$ cat src/rtl/hub75_pkg.sv
// Shared types and panel geometry for the HUB75 scanner.
package hub75_pkg;
    typedef enum logic [2:0] {IDLE, FETCH, DATA, CLOCK, LATCH, DISPLAY} state_t;

    localparam int COLS      = 64;
    localparam int HALF_ROWS = 16;
    localparam int CH_W      = 8;
    localparam int R_OFS     = 16;
    localparam int G_OFS     = 8;
    localparam int B_OFS     = 0;
endpackage

$ cat src/rtl/hub75_bcm_timer.sv
// Loadable down-counter timing one bit plane's display window.
module hub75_bcm_timer #(
    parameter int W = 9
) (
    input  logic         clk,
    input  logic         reset,
    input  logic         load,
    input  logic         en,
    input  logic [W-1:0] load_val,
    output logic         done
);
    logic [W-1:0] count;

    always_ff @(posedge clk) begin
        if (reset)
            count <= '0;
        else if (load)
            count <= load_val;
        else if (en && count != '0)
            count <= count - W'(1);
    end

    // Done on the last cycle of the window; a load of N yields N enabled cycles.
    assign done = (count <= W'(1));
endmodule

$ cat src/rtl/hub75_scanner.sv
// HUB75 panel scanner: shifts 64 columns per row per BCM plane, then latches and displays.
module hub75_scanner
    import hub75_pkg::*;
#(
    parameter int ON_TIME = 2,
    parameter int PLANES  = 8
) (
    input  logic        clk,
    input  logic        reset,
    input  logic        enable,
    input  logic        swap_req,
    output logic        swap_ack,
    output logic        buffer_toggle,
    output logic [9:0]  read_addr,
    output logic        read_en,
    input  logic [31:0] read_data_top,
    input  logic [31:0] read_data_bottom,
    output logic [5:0]  hub75_rgb,
    output logic [3:0]  hub75_row,
    output logic        hub75_clk,
    output logic        hub75_latch,
    output logic        hub75_oe_n
);
    localparam int TW = $clog2((ON_TIME << (PLANES - 1)) + 1);

    state_t       state;
    logic [5:0]   col;
    logic [3:0]   row;
    logic [2:0]   plane;
    logic [2:0]   bit_sel;
    logic         tmr_done;
    logic         last_plane, last_row;
    logic [CH_W-1:0] r_t, g_t, b_t, r_b, g_b, b_b;
    logic [15:0]  unused_hi;

    assign r_t = read_data_top[R_OFS +: CH_W];
    assign g_t = read_data_top[G_OFS +: CH_W];
    assign b_t = read_data_top[B_OFS +: CH_W];
    assign r_b = read_data_bottom[R_OFS +: CH_W];
    assign g_b = read_data_bottom[G_OFS +: CH_W];
    assign b_b = read_data_bottom[B_OFS +: CH_W];
    assign unused_hi = {read_data_top[31:24], read_data_bottom[31:24]};

    // Fewer planes use the MSBs of each channel.
    assign bit_sel    = 3'(8 - PLANES) + plane;
    assign last_plane = (plane == 3'(PLANES - 1));
    assign last_row   = (row == 4'(HALF_ROWS - 1));

    hub75_bcm_timer #(.W(TW)) u_timer (
        .clk      (clk),
        .reset    (reset),
        .load     (state == LATCH),
        .en       (state == DISPLAY),
        .load_val (TW'(ON_TIME) << plane),
        .done     (tmr_done)
    );

    // Outputs are set on the edge entering each state so they align with it.
    always_ff @(posedge clk) begin
        if (reset) begin
            state         <= IDLE;
            col           <= '0;
            row           <= '0;
            plane         <= '0;
            buffer_toggle <= 1'b0;
            swap_ack      <= 1'b0;
            read_en       <= 1'b0;
            read_addr     <= '0;
            hub75_rgb     <= '0;
            hub75_row     <= '0;
            hub75_clk     <= 1'b0;
            hub75_latch   <= 1'b0;
            hub75_oe_n    <= 1'b1;
        end else begin
            swap_ack <= 1'b0;
            case (state)
                IDLE: if (enable) begin
                    col       <= '0;
                    row       <= '0;
                    plane     <= '0;
                    read_en   <= 1'b1;
                    read_addr <= '0;
                    state     <= FETCH;
                end
                FETCH: begin
                    read_en <= 1'b0;
                    state   <= DATA;
                end
                DATA: begin
                    hub75_rgb <= {r_t[bit_sel], g_t[bit_sel], b_t[bit_sel],
                                  r_b[bit_sel], g_b[bit_sel], b_b[bit_sel]};
                    hub75_clk <= 1'b1;
                    state     <= CLOCK;
                end
                CLOCK: begin
                    hub75_clk <= 1'b0;
                    if (col == 6'(COLS - 1)) begin
                        col         <= '0;
                        hub75_latch <= 1'b1;
                        state       <= LATCH;
                    end else begin
                        col       <= col + 6'd1;
                        read_en   <= 1'b1;
                        read_addr <= {row, col + 6'd1};
                        state     <= FETCH;
                    end
                end
                LATCH: begin
                    hub75_latch <= 1'b0;
                    hub75_row   <= row;
                    hub75_oe_n  <= 1'b0;
                    state       <= DISPLAY;
                end
                DISPLAY: if (tmr_done) begin
                    hub75_oe_n <= 1'b1;
                    if (!last_plane) begin
                        plane     <= plane + 3'd1;
                        read_en   <= 1'b1;
                        read_addr <= {row, 6'd0};
                        state     <= FETCH;
                    end else if (!last_row) begin
                        plane     <= '0;
                        row       <= row + 4'd1;
                        read_en   <= 1'b1;
                        read_addr <= {row + 4'd1, 6'd0};
                        state     <= FETCH;
                    end else begin
                        plane <= '0;
                        row   <= '0;
                        if (swap_req) begin
                            buffer_toggle <= ~buffer_toggle;
                            swap_ack      <= 1'b1;
                        end
                        if (enable) begin
                            read_en   <= 1'b1;
                            read_addr <= '0;
                            state     <= FETCH;
                        end else begin
                            state <= IDLE;
                        end
                    end
                end
                default: state <= IDLE;
            endcase
        end
    end
endmodule

$ cat config.mk
export PLATFORM = sky130hd
export DESIGN_NAME = hub75_scanner
export DESIGN_NICKNAME = d
export VERILOG_FILES = /design/src/rtl/hub75_pkg.sv /design/src/rtl/hub75_bcm_timer.sv /design/src/rtl/hub75_scanner.sv
export SDC_FILE = /design/constraint.sdc
export NUM_CORES = 1
export LEC_CHECK = 0
export ABC_AREA = 1
export CAP_MARGIN = 20
export CORE_UTILIZATION = 43
export DETAILED_ROUTE_END_ITERATION = 16
export HOLD_SLACK_MARGIN = 0.08
export PLACE_DENSITY = 0.83
export SETUP_SLACK_MARGIN = 0.15
export SYNTH_ARGS = -nofsm -noshare
export SYNTH_HDL_FRONTEND = slang
export SYNTH_SLANG_ARGS = --single-unit
export TNS_END_PERCENT = 10
$ cat constraint.sdc
create_clock -name clk -period 1.6 [get_ports clk]
set_clock_uncertainty 0.15 [all_clocks]
set_input_delay 0.48 -clock clk [delete_from_list [all_inputs] [get_ports clk]]
set_output_delay 0.48 -clock clk [all_outputs]
set_load 0.1 [all_outputs]
==> run_results.csv <==
group,metric,value,unit
clock_network,cts_htree_levels,2,
placement,placed_area,4560,um^2
placement,dp_hpwl,6.71,mm
critical_path,cp_common_cell,"nand2_1",
yosys,yosysWarnings,0,
layout,area_delta_synth_final,70.4,%
critical_path,reg2regPathDepth,9,
power_and_ir_drop,p_leak,2.14,nW
clock_network,cts_tree,"built",
detailed_routing,drt_wl_total,10.9,mm
yosys,syn_inst,477,
timing,post-route-period-util,103,%
yosys,syn_area_per_cell,6.35,um^2
global_route,grt_pass1_wl,16.3,mm
placement,post-place-ws,-0.330,ns
critical_path,r2r_start,"u_timer.count[2]$_SDFFE_PP0P_",
timing,fmax,604,MHz
critical_path,critical_path.slowest_cell,"dfxtp_1",
clock_network,clkSinkCount,51,
detailed_routing,via_per_inst,5.65,
critical_path,critPathLaunchType,"flip-flop",
yosys,ys_ff_latch,51,
floorplanning,dieArea,7390,um^2
floorplanning,fp.coreArea,6790,um^2
layout,final_layout_size_suffix_gt1_share,33.6,%
worst_hold_path,min_from,"u_timer.count[4]$_SDFFE_PP0P_",
timing,tightest_slew,0.542,ns
power_and_ir_drop,power_density,614,nW/um^2
critical_path,worst_setup_path_end_kind,"flip-flop",
floorplanning,ios,94,
timing,rsz0062_at_grt,"true",
clock_network,root_buffer,"clkbuf_8",
clock_network,clkTransAtPathRegs,0.11,ns
floorplanning,start_util,44.6,%
timing,finalSetupViolations,12,
placement,place.gp.congestion,0.892,
status,outcome,"complete, but fails checks",
yosys,syn_nets,555,
timing,fin_crit,1.66,ns
clock_network,clk_latency,0.32,ns
critical_path,cp_cell_sequence,"inv_1 > nand2_2 > nor2_4 > nand3_4 > buf_6 > a21boi_0 > nand2_1 > nand2_1 > nor2_1",
detailed_routing,dr.pass1.iters,5,
detailed_routing,antenna_left,0,
critical_path,rrSetupSlack,-0.06,ns
detailed_routing,drc,0,
detailed_routing,drtIter0Drc,332,
critical_path,reg2reg_to,"state[0]$_SDFFE_PP0P_",
global_route,grt_util_all_layers,27.4,%
worst_hold_path,hold_path_class,"reg2reg",
floorplanning,rows,30,
timing,whs,0.342,ns
critical_path,slowest_delay,0.37,ns
layout,instances_no_fill,697,
status,violations,"negative setup slack",
global_route,grt-ovfl-total,0,
detailed_routing,dr_total_vias,3936,
critical_path,critPathRequiredTime,1.68,ns
worst_hold_path,min_to,"u_timer.count[4]$_SDFFE_PP0P_",
critical_path,path_class,"reg2reg",
layout,design_area,5160,um^2
job,maxCapViolCount,0,
global_route,grt_max_degree,28,
power_and_ir_drop,irDropWorstVdd,423,uV
worst_hold_path,holdPathStages,2,
floorplanning,die_w,86.0,um
timing,slew_headroom,63.5,%
timing,slew_violations,0,
clock_network,cts_hold_repair.buffers,0,
critical_path,crit_arrival,1.73,ns
clock_network,cts_inserted_buffers,5,
yosys,syn-cell-area,3030,um^2
layout,fillers,412,
timing,hold_viol,0,
layout,final_util,76.0,%
detailed_routing,routedWlPerCell,15.6,um
floorplanning,die_h,86.0,um
global_route,grt_pass1_vias,3622,
critical_path,path_max_fanout,4,
timing,layout_setup_ws,-0.0552,ns
clock_network,clockBufferDepth,2,
yosys,synth.distinct_cells,33,
layout,fin_nets,678,
placement,placedCellCount,677,
layout,num_antenna_cells,0,
global_route,antenna_found_initial,0,
placement,io_buffers,77,
yosys,ys_seq_area_share,33.7,%
worst max-delay path, delay by kind of cell, from the launching register on:
kind,cells,cell delay [ns]
simple gates,6,0.55
buf+inv,2,0.31
flops,1,0.37
compound gates,1,0.18
timing repair:
action | CTS | global route
setup endpoints to repair | 73 | 72
pin swaps | 27 | 19
setup buffers | 11 | 1
resized for setup | 76 | 56
how the worst max path moves through the flow:
stage                                  startpoint                             to  cells past startpoint  slack (ns)
finish              u_timer.count[2]$_SDFFE_PP0P_          state[0]$_SDFFE_PP0P_                      9       -0.06
detailed placement                         enable          plane[1]$_SDFFE_PP0P_                      8       -0.33
global route        u_timer.count[2]$_SDFFE_PP0P_          state[0]$_SDFFE_PP0P_                      9       -0.12
global placement                           enable          plane[1]$_SDFFE_PP0P_                      8       -0.32
CTS                         plane[0]$_SDFFE_PP0P_      read_addr[5]$_SDFFE_PP0P_                     10        0.03
floorplan           u_timer.count[0]$_SDFFE_PP0P_  u_timer.count[6]$_SDFFE_PP0P_                      9        0.03
Yosys cell counts (all sizes together):
library cell	count	area, um^2
nand2	108	413
nor2	82	310
dfxtp	51	1020
o21ai	49	245
inv	44	165
nand3	44	240
a21oi	36	184
o211ai	14	105
clkbuf	10	37.5
ha	10	125
buf	9	47.6
nor3	5	30.0
nand4	2	12.5
xor2	2	17.5
a21boi	1	7.51
a31o	1	8.76
a31oi	1	6.26
clkinv	1	3.75
nand3b	1	7.51
nor4	1	6.26
o21bai	1	7.51
o22ai	1	6.26
o31ai	1	7.51
or2	1	6.26
xnor2	1	8.76
flip-flops by register name, indices dropped and copies added, names as in the netlist:
name           count
hub75_latch        1
swap_ack           1
read_en            1
u_timer.count      9
read_addr         10
buffer_toggle      1
hub75_clk          1
row                4
state              3
hub75_row          4
plane              3
hub75_rgb          6
col                6
hub75_oe_n         1
where the power goes:
part | leakage [nW] | switching [mW] | internal, mW
logic | 1.66 | 0.556 | 0.394
clock network | 0.0502 | 0.506 | 0.326
registers | 0.426 | 0.0678 | 1.32
layer usage:
metal	vias up	track usage [%]	part of all wire [%]
met1	1818	31.3	37
met3	67	5.58	7.3
met5	-	0	0
met2	236	49.9	52
met4	0	10.8	4.3
li1	1815	-	-
layout make-up:
cell class	instances	area, um^2	area share (%)
Inverter	45	199	3.85
Clock buffer	5	68.8	1.33
Timing Repair Buffer	135	1540	29.8
Sequential cell	51	1070	20.6
Clock inverter	3	28.8	0.557
Multi-Input combinational cell	362	2140	41.5
Tap cell	96	120	2.33
cells by family (layout without fill, tap and decap cells):
| group | Yosys count | in the layout | share of synthesized area, % |
|---|---|---|---|
| xor gates and xnor gates | 3 | 3 | 0.867 |
| DFF | 51 | 51 | 33.7 |
| buffers and inverters | 64 | 188 | 8.38 |
| AOI/OAI and AO/OA | 105 | 105 | 19.1 |
| and+or+nand+nor | 244 | 244 | 33.9 |
| adders and majority gates | 10 | 10 | 4.13 |
placed cells by master (no fill, tap or decap), types with 23 or more instances in the layout:
cell and n:
inv_1 27, nor2_1 72, a21oi_1 28, dfxtp_1 23, o21ai_0 32, buf_4 47, dfxtp_2 24, buf_12 29
nand3_1 34, nand2_1 87, clkdlybuf4s50_1 51
per-stage QoR:
stage | power [mW] | TNS [ns]
6_report | 3.17 | -0.383
5_1_grt | 3.30 | -1.82
4_1_cts | 3.12 | 0
3_5_place_dp | 2.26 | -7.40
3_3_place_gp | 2.24 | -6.56
2_1_floorplan | 1.88 | 0
(Power assumes the default switching activity.)
